===== src/rtl/connection_block_param.sv =====
// rtl/connection_block_param.sv - scan-configured connection block with double-buffered select
// Optional feature macro: CB_OUT_REG_EN (adds one flop stage on out)
module connection_block_param #(
   parameter int CHANNEL_ONEWAY_WIDTH = 8,
   parameter int NUM_OUTS             = 2
) (
   input  logic                            clk,
   input  logic                            rst_n,
   input  logic [CHANNEL_ONEWAY_WIDTH-1:0] tracks_0,
   input  logic [CHANNEL_ONEWAY_WIDTH-1:0] tracks_1,
   input  logic                            scan_in,
   input  logic                            scan_en,
   input  logic                            cfg_load,
   output logic [NUM_OUTS-1:0]             out,
   output logic                            scan_out,
   output logic                            cfg_valid,
   output logic                            cfg_err
);

   localparam int MUX_SIZE = 2 * CHANNEL_ONEWAY_WIDTH / NUM_OUTS;
   localparam int SEL_W    = $clog2(MUX_SIZE);
   localparam int CFG_BITS = NUM_OUTS * SEL_W;
   localparam int CNT_W    = $clog2(CFG_BITS + 1);

   // Track split must be even across outputs and each mux must be a power-of-two size.
   if ((CHANNEL_ONEWAY_WIDTH % NUM_OUTS) != 0 || MUX_SIZE < 2 ||
       (MUX_SIZE & (MUX_SIZE - 1)) != 0) begin : g_bad_cfg
      $error("connection_block_param: illegal CHANNEL_ONEWAY_WIDTH/NUM_OUTS combination");
   end

   typedef enum logic {ST_UNCFG, ST_ACTIVE} state_t;

   state_t              state_q, state_d;
   logic [CFG_BITS-1:0] shadow_q, shadow_d;
   logic [CFG_BITS-1:0] active_q, active_d;
   logic [CNT_W-1:0]    cnt_q, cnt_d;
   logic                err_q, err_d;
   logic [CFG_BITS:0]   shift_vec;
   logic [NUM_OUTS-1:0] mux_out;
   logic [NUM_OUTS-1:0] out_d;
   logic                good_commit;
   logic                bad_commit;

   // A commit is only good when a full frame is in the shadow and no shift competes with it.
   assign good_commit = cfg_load && !scan_en && (cnt_q == CNT_W'(CFG_BITS));
   assign bad_commit  = cfg_load && !good_commit;
   assign scan_out    = shadow_q[CFG_BITS-1];
   assign cfg_err     = err_q;

   // Shadow shift, frame counter and commit of shadow into the active select register.
   always_comb begin
      shift_vec = {shadow_q, scan_in};
      shadow_d  = shadow_q;
      active_d  = active_q;
      cnt_d     = cnt_q;
      err_d     = err_q;
      if (scan_en) begin
         shadow_d = shift_vec[CFG_BITS-1:0];
         if (cnt_q != CNT_W'(CFG_BITS)) begin
            cnt_d = cnt_q + CNT_W'(1);
         end
      end
      if (good_commit) begin
         active_d = shadow_q;
         cnt_d    = '0;
         err_d    = 1'b0;
      end else if (bad_commit) begin
         err_d = 1'b1;
      end
   end

   // Configuration datapath registers.
   always_ff @(posedge clk or negedge rst_n) begin
      if (!rst_n) begin
         shadow_q <= '0;
         active_q <= '0;
         cnt_q    <= '0;
         err_q    <= 1'b0;
      end else begin
         shadow_q <= shadow_d;
         active_q <= active_d;
         cnt_q    <= cnt_d;
         err_q    <= err_d;
      end
   end

   // FSM state register.
   always_ff @(posedge clk or negedge rst_n) begin
      if (!rst_n) begin
         state_q <= ST_UNCFG;
      end else begin
         state_q <= state_d;
      end
   end

   // FSM next state and outputs; out stays at zero until a configuration has been committed.
   always_comb begin
      state_d   = state_q;
      cfg_valid = 1'b0;
      case (state_q)
         ST_UNCFG: begin
            if (good_commit) begin
               state_d = ST_ACTIVE;
            end
         end
         ST_ACTIVE: begin
            cfg_valid = 1'b1;
         end
         default: begin
            state_d = ST_UNCFG;
         end
      endcase
      out_d = cfg_valid ? mux_out : '0;
   end

   // Per-output mux: even inputs come from tracks_0, odd inputs from tracks_1, strided by NUM_OUTS.
   always_comb begin
      mux_out = '0;
      for (int k = 0; k < NUM_OUTS; k++) begin
         for (int i = 0; i < MUX_SIZE / 2; i++) begin
            if (active_q[k*SEL_W +: SEL_W] == SEL_W'(2 * i)) begin
               mux_out[k] = tracks_0[k + i*NUM_OUTS];
            end
            if (active_q[k*SEL_W +: SEL_W] == SEL_W'(2 * i + 1)) begin
               mux_out[k] = tracks_1[k + i*NUM_OUTS];
            end
         end
      end
   end

`ifdef CB_OUT_REG_EN
   logic [NUM_OUTS-1:0] out_q;

   // Output retiming stage.
   always_ff @(posedge clk or negedge rst_n) begin
      if (!rst_n) begin
         out_q <= '0;
      end else begin
         out_q <= out_d;
      end
   end

   assign out = out_q;
`else
   assign out = out_d;
`endif

endmodule


===== config.mk =====
export PLATFORM = sky130hd
export DESIGN_NAME = connection_block_param
export DESIGN_NICKNAME = d
export VERILOG_FILES = /design/src/rtl/connection_block_param.sv
export SDC_FILE = /design/constraint.sdc
export NUM_CORES = 1
export LEC_CHECK = 0
export ABC_AREA = 1
export BUFFER_PORTS_ARGS = -buffer_cell sky130_fd_sc_hd__clkbuf_2
export CAP_MARGIN = 40
export CELL_PAD_IN_SITES_DETAIL_PLACEMENT = 0
export CELL_PAD_IN_SITES_GLOBAL_PLACEMENT = 2
export CORE_MARGIN = 5
export CORE_UTILIZATION = 31
export CTS_CLUSTER_DIAMETER = 100
export DETAILED_ROUTE_END_ITERATION = 10
export PLACE_DENSITY_LB_ADDON = 0.1
export SYNTH_ARGS = -nofsm -noshare
export SYNTH_HDL_FRONTEND = slang
export SYNTH_SLANG_ARGS = --single-unit

===== constraint.sdc =====
create_clock -name clk -period 3.3 [get_ports clk]
set_clock_uncertainty 0.05 [all_clocks]
set_input_delay 0.33 -clock clk [delete_from_list [all_inputs] [get_ports clk]]
set_output_delay 0.33 -clock clk [all_outputs]
set_load 0.005 [all_outputs]

==> results of run 1 <==
## cells in the final DEF, fill, tap and decap left out, drive strengths merged
| master | instances |
|---|---|
| nand2 | 35 |
| dlygate4sd3 | 1 |
| inv | 27 |
| a21oi | 2 |
| ha | 2 |
| nor2 | 12 |
| o21ai | 16 |
| clkbuf | 29 |
| nand3 | 8 |
| or2 | 1 |
| dfrtp | 17 |
## per-layer routing
metal	vias up	wire length, µm	part of all wire (%)	global-route usage, %
li1	421	-	-	-
met1	333	855	47	11.22
met2	20	796	44	14.77
met3	2	140	7.8	2.381
met4	0	13	0.72	3.886
met5	-	0	0	0
## power by group through the flow
stage,registers [µW],clock network (µW),logic (µW)
after floorplan,332,0,214
after CTS,340,115,293
after global routing,350,125,334
after detailed placement,344,0,290
after global placement,344,0,290
final,338,108,284
## state kept, by name, summed over array words and instances (netlist names)
register	flops
shadow_q	6
state_q	1
cnt_q	3
active_q	6
cfg_err	1
## cell families (layout without fill, tap and decap cells)
| logic type | after synthesis | after routing | synth area share [%] |
|---|---|---|---|
| fa+ha+maj | 2 | 2 | 2.594 |
| buf+inv | 29 | 57 | 13.10 |
| simple gates | 56 | 56 | 28.15 |
| flops | 17 | 17 | 44.10 |
| compound gates | 18 | 18 | 12.06 |
## metrics by stage
step	power, µW	setup slack, ns
3_5_place_dp	634.5	1.910
5_1_grt	809.5	1.474
3_3_place_gp	633.8	1.895
6_report	729.3	1.613
2_1_floorplan	545.5	2.096
4_1_cts	747.8	1.579
## critical path, stage by stage (launching register included)
cell and delay [ns]:
dfrtp_1 0.43, inv_1 0.16, nand2_1 0.07, nand3_1 0.07, nand2_1 0.05, nor2_1 0.08
nor2_1 0.05, clkbuf_2 0.11
## area by class of cell
cell class	count	area (µm²)	share of cell area [%]
clock buffers	4	26.28	2.273
repair buffers	26	135.1	11.69
flip-flops and latches	17	425.4	36.80
well taps	44	55.05	4.762
multi-input cells	76	412.9	35.71
inverters	27	101.3	8.766
## worst max-delay path by stage
| stage | depth (start not counted) | end | slack [ns] | start |
|---|---|---|---|---|
| after CTS | 7 | out[1] | 1.58 | active_q[3]$_DFFE_PN0P_ |
| after global placement | 7 | out[1] | 1.90 | active_q[3]$_DFFE_PN0P_ |
| final | 7 | out[1] | 1.61 | active_q[3]$_DFFE_PN0P_ |
| after detailed placement | 7 | out[1] | 1.91 | active_q[3]$_DFFE_PN0P_ |
| after global routing | 7 | out[1] | 1.47 | active_q[3]$_DFFE_PN0P_ |
| after floorplan | 6 | active_q[1]$_DFFE_PN0P_ | 2.10 | cnt_q[0]$_DFFE_PN0P_ |
## repair_timing
action                                 in CTS  in global routing
setup buffers                               0                  0
endpoints found under the hold margin      17                  0
hold buffers                                1                  0
==> results.md, run 1 <==
- Most common cell in the netlist: nand2_1
- Slew headroom: 72.19%
- Clock Path Buffers: 2
- DP Cell Count: 189
- Buffers on Ports: 25
- RR Endpoint: cnt_q[0]$_DFFE_PN0P_
- TNS Setup: 0 ns
- Post-cts sizing count: 0
- Nets: 174
- Finished Cell Area: 1156 µm²
- Synth Cell Area: 964.7 µm²
- # clock sinks: 17
- R2R Setup Slk: 1.93 ns
- # DRC: 0
- R2R cell count: 7
- #FFs+latches synth: 17
- Syn avg cell area: 7.907 µm²
- Vias per inst: 4.000
- Post-synth EDFFs: 0
- Slew Viols, Final: 0
- Prevailing post-synth register cell: dfrtp_1
- Wire per inst: 9.304 µm
- Pwr/cell area: 630.8 nW/µm²
- I/O Pins: 26
- Post-DP HPWL: 1.447 mm
- Status: finished, final reports clean
- CTS tree: yes
- DRT Wirelength: 1.805 mm
- Final min period: 1.687 ns
- Die Wd: 65.79 µm
- Final ANT Viol Nets: 0
- Switching power: 276.1 µW
- Sequential area share after synthesis: 44.10%
- Share of cells above drive strength 1: 30.00%
- Synth warn: 0
- Reg2reg start: cnt_q[0]$_DFFE_PN0P_
- CP Capture Type: output port
- Via Count: 776
- Leakage: 0.0006624 µW
- Slew @ Worst Pin: 0.4172 ns
- Worst Path Arrival: 1.31 ns
- Crit path launch type: flop
- Hold Path End: shadow_q[0]$_DFFE_PN0P_
- RePlAce Congestion: 0.6896
- Max-Cap Viols: 0
- Core Footprint: 3028 µm²
- Crit path required time: 2.92 ns
- Part of the power in combinational logic: 38.9%
- Hold path depth: 3
- Ranking of synthesized cells by area: dfrtp_1, nand2_1, inv_1
- Chip height: 65.79 µm
- Area grow syn2layout: 19.84%
- Layout Cells excl Fill: 194
- Clock transition at path regs: 0.10 ns
- Post-synth ARST share: 100.0%
- Congestion Overflow GR: 0
- Synth cell count leaders: nand2_1, inv_1, dfrtp_1
- Largest net degree at the start of global routing: 18
- Worst-path maximum fanout: 5
- Placement Cell Area: 1120 µm²
- Initial Utilization: 31.86%
- Antenna violations before repair: 0
- Setup CP Type: flop to output port
- Overall Global Routing Usage: 9.068%
- Synth area leader: dfrtp_1
- Clock power frac: 14.8%
- Global-route wire length before repair: 3.084 mm
- End-of-flow core utilization: 38.18%
- CTS H-tree lvls: 1
- Vias in the first global route: 758
- Die area: 4328 µm²
- Unrepaired setup endpoints after global routing: no
- Iter 0 DRT Violations: 22
- Clock latency on the worst-skew pair: 0.28 ns
- Total CTS buffers: 3
- Fill cells: 337
- Hold Fails Final Rpt: 0
- Fin crit share: 51.12%
- Worst hold path class: input pin to flop
- Root Buffer: clkbuf_4
- Post-synth top area share: 44.10%
- HP Start: scan_in
- Hold Slack: 0.2051 ns
- Part of the power in registers: 46.3%
- Mapped Nets: 145
- Fmax: 592.7 MHz
- Row count: 20
- Gate Count Post-Synth: 122
- TritonRoute pass-1 iters: 4
- Final setup vio count: 0
- ANT cells: 0
- Peak VDD IR: 0.0002256 V
- Power Internal: 453.2 µW
- Switching share of power: 37.86%
- Count of cell types in the netlist: 18
Note: power is estimated with default switching activity, not from simulation.
==> run 2, diff against run 1 <==
--- a/config.mk
+++ b/config.mk
@@ -11,7 +11,7 @@
 export CELL_PAD_IN_SITES_DETAIL_PLACEMENT = 0
 export CELL_PAD_IN_SITES_GLOBAL_PLACEMENT = 2
 export CORE_MARGIN = 5
-export CORE_UTILIZATION = 31
+export CORE_UTILIZATION = 28
 export CTS_CLUSTER_DIAMETER = 100
 export DETAILED_ROUTE_END_ITERATION = 10
 export PLACE_DENSITY_LB_ADDON = 0.1
==> constraint.sdc (replaced) <==
create_clock -name clk -period 1.6 [get_ports clk]
set_clock_uncertainty 0.05 [all_clocks]
set_input_delay 0.16 -clock clk [delete_from_list [all_inputs] [get_ports clk]]
set_output_delay 0.16 -clock clk [all_outputs]
set_load 0.005 [all_outputs]
==> results.md, run 2 (synthesis results as in run 1) <==
- RePlAce Congestion: 0.6828 (-0.99%)
- ANT cells: 0 (unchanged)
- Slew headroom: 71.44% (-0.75 points)
- Final WS setup: 0.09834 ns (-1.515 ns)
- DP Worst Slack: 0.2030 ns (-1.707 ns)
- Max-Cap Viols: 0 (unchanged)
- Fin crit share: 93.85%
- Finished Cell Area: 1181 µm² (+2.2%)
- Nets: 177 (+1.7%)
- Row count: 21 (+5.0%)
- Worst-path maximum fanout: 4 (-1)
- Clock Path Buffers: 2 (unchanged)
- Post-DP HPWL: 1.496 mm (+3.4%)
- Final min period: 1.502 ns
- Final ANT Viol Nets: 0 (unchanged)
- Leakage: 0.0006729 µW (+1.6%)
- Peak VDD IR: 0.0004157 V (+84%)
- Initial Utilization: 28.91% (-3.0 points)
- Final setup vio count: 0 (unchanged)
- Placement Cell Area: 1122 µm² (+0.22%)
- Worst hold path class: input pin to flop
- Iter 0 DRT Violations: 30 (+36%)
- Die area: 4719 µm² (+9.0%)
- Global-route wire length before repair: 3.187 mm (+3.3%)
- CTS H-tree lvls: 1 (unchanged)
- Crit path launch type: flop
- Clock latency on the worst-skew pair: 0.28 ns (about the same)
- Antenna violations before repair: 0 (unchanged)
- Fmax: 665.9 MHz
- Die Wd: 68.70 µm (+4.4%)
- TNS Setup: 0 ns (unchanged)
- Setup CP Type: flop to output port
- Chip height: 68.70 µm (+4.4%)
- # DRC: 0 (unchanged)
- TritonRoute pass-1 iters: 2 (-2)
- Via Count: 801 (+3.2%)
- Area grow syn2layout: 22.44%
- Pwr Total: 1573 µW (+120%)
- CP max stage cell: dfrtp_1
- Congestion Overflow GR: 0 (unchanged)
- DRT Wirelength: 1.898 mm (+5.2%)
- Wire per inst: 9.538 µm (+2.5%)
- CTS tree: yes
- Core Footprint: 3337 µm² (+10%)
- Most frequent cells in the layout: nand2_1, clkbuf_2, inv_1, dfrtp_1
- Share of cells above drive strength 1: 33.33% (+3.3 points)
- # clock sinks: 17 (unchanged)
- CP peak stage delay: 0.43 ns (about the same)
- Status: finished, final reports clean
- Vias in the first global route: 792 (+4.5%)
- Total CTS buffers: 3 (unchanged)
- Pwr/cell area: 1331 nW/µm² (+110%)
- Buffers on Ports: 25 (unchanged)
- Hold Fails Final Rpt: 0 (unchanged)
- Slew Viols, Final: 0 (unchanged)
- I/O Pins: 26 (unchanged)
- Critical path cell sequence: buf_4 > nand2_1 > nand3_1 > nand3_1 > nand2_1 > nor2_1 > buf_2
- Largest regs: active_q: 6 flops, shadow_q: 6 flops, cnt_q: 3 flops
- CP Capture Type: output port
- Hold Slack: 0.02384 ns (-0.1813 ns)
- Clock transition at path regs: 0.10 ns (about the same)
- Crit path required time: 1.39 ns (-1.53 ns)
- Largest net degree at the start of global routing: 18 (unchanged)
- Worst Path Arrival: 1.29 ns (-0.02 ns)
- Overall Global Routing Usage: 8.977% (-0.091 points)
- Root Buffer: clkbuf_4
- Slew @ Worst Pin: 0.4284 ns (+0.01124 ns)
- Commonest non-fill, non-tap cell in the layout: nand2_1
- Vias per inst: 4.025 (+0.63%)
run 2: what timing repair did:
action	in CTS	in global routing
hold buffers	1	0
setup buffers	0	3
endpoints found under the setup margin	0	2
gates resized for setup	0	4
hold endpoints to repair	17	0
run 2: worst paths after layout:
path | to | slack, ns | cells past startpoint | start
worst max-delay path | out[0] | 0.1 | 7 | active_q[1]$_DFFE_PN0P_
worst min-delay path | shadow_q[0]$_DFFE_PN0P_ | 0.02 | 3 | scan_in
worst max register to register | cnt_q[0]$_DFFE_PN0P_ | 0.22 | 7 | cnt_q[0]$_DFFE_PN0P_
worst min register to register | active_q[3]$_DFFE_PN0P_ | 0.44 | 2 | shadow_q[3]$_DFFE_PN0P_
max in group asynchronous | active_q[4]$_DFFE_PN0P_ | 0.91 | 2 | rst_n
min in group asynchronous | cnt_q[2]$_DFFE_PN0P_ | 0.28 | 2 | rst_n
run 2: layout make-up:
class,count,area [µm²]
fillers,386,2156
flip-flops and latches,17,425.4
multi-input cells,76,412.9
repair buffers,29,157.7
inverters,27,101.3
well taps,46,57.56
clock buffers,4,26.28
run 2: per-layer routing:
metal,part of all wire (%),up-vias,GRT usage [%]
met5,0,-,0
li1,-,430,-
met4,0.68,0,3.650
met2,46,17,14.90
met1,47,352,11.24
met3,6.3,2,1.945
run 2: report_power, final:
part	internal (µW)	switching, µW	total [µW]
logic	308	333	641
registers	575	130	705
clock network	96.7	130	226
run 2: metrics by stage:
step	cells	utilization [%]
2_1_floorplan	122	-
3_3_place_gp	191	33.63
3_5_place_dp	191	33.63
4_1_cts	196	34.72
5_1_grt	199	35.40
6_report	199	35.40
run 2: critical path, delay by kind of cell (launching register included):
kind	cells	cell delay [ns]
buffers and inverters	2	0.26
DFF	1	0.43
and+or+nand+nor	5	0.33
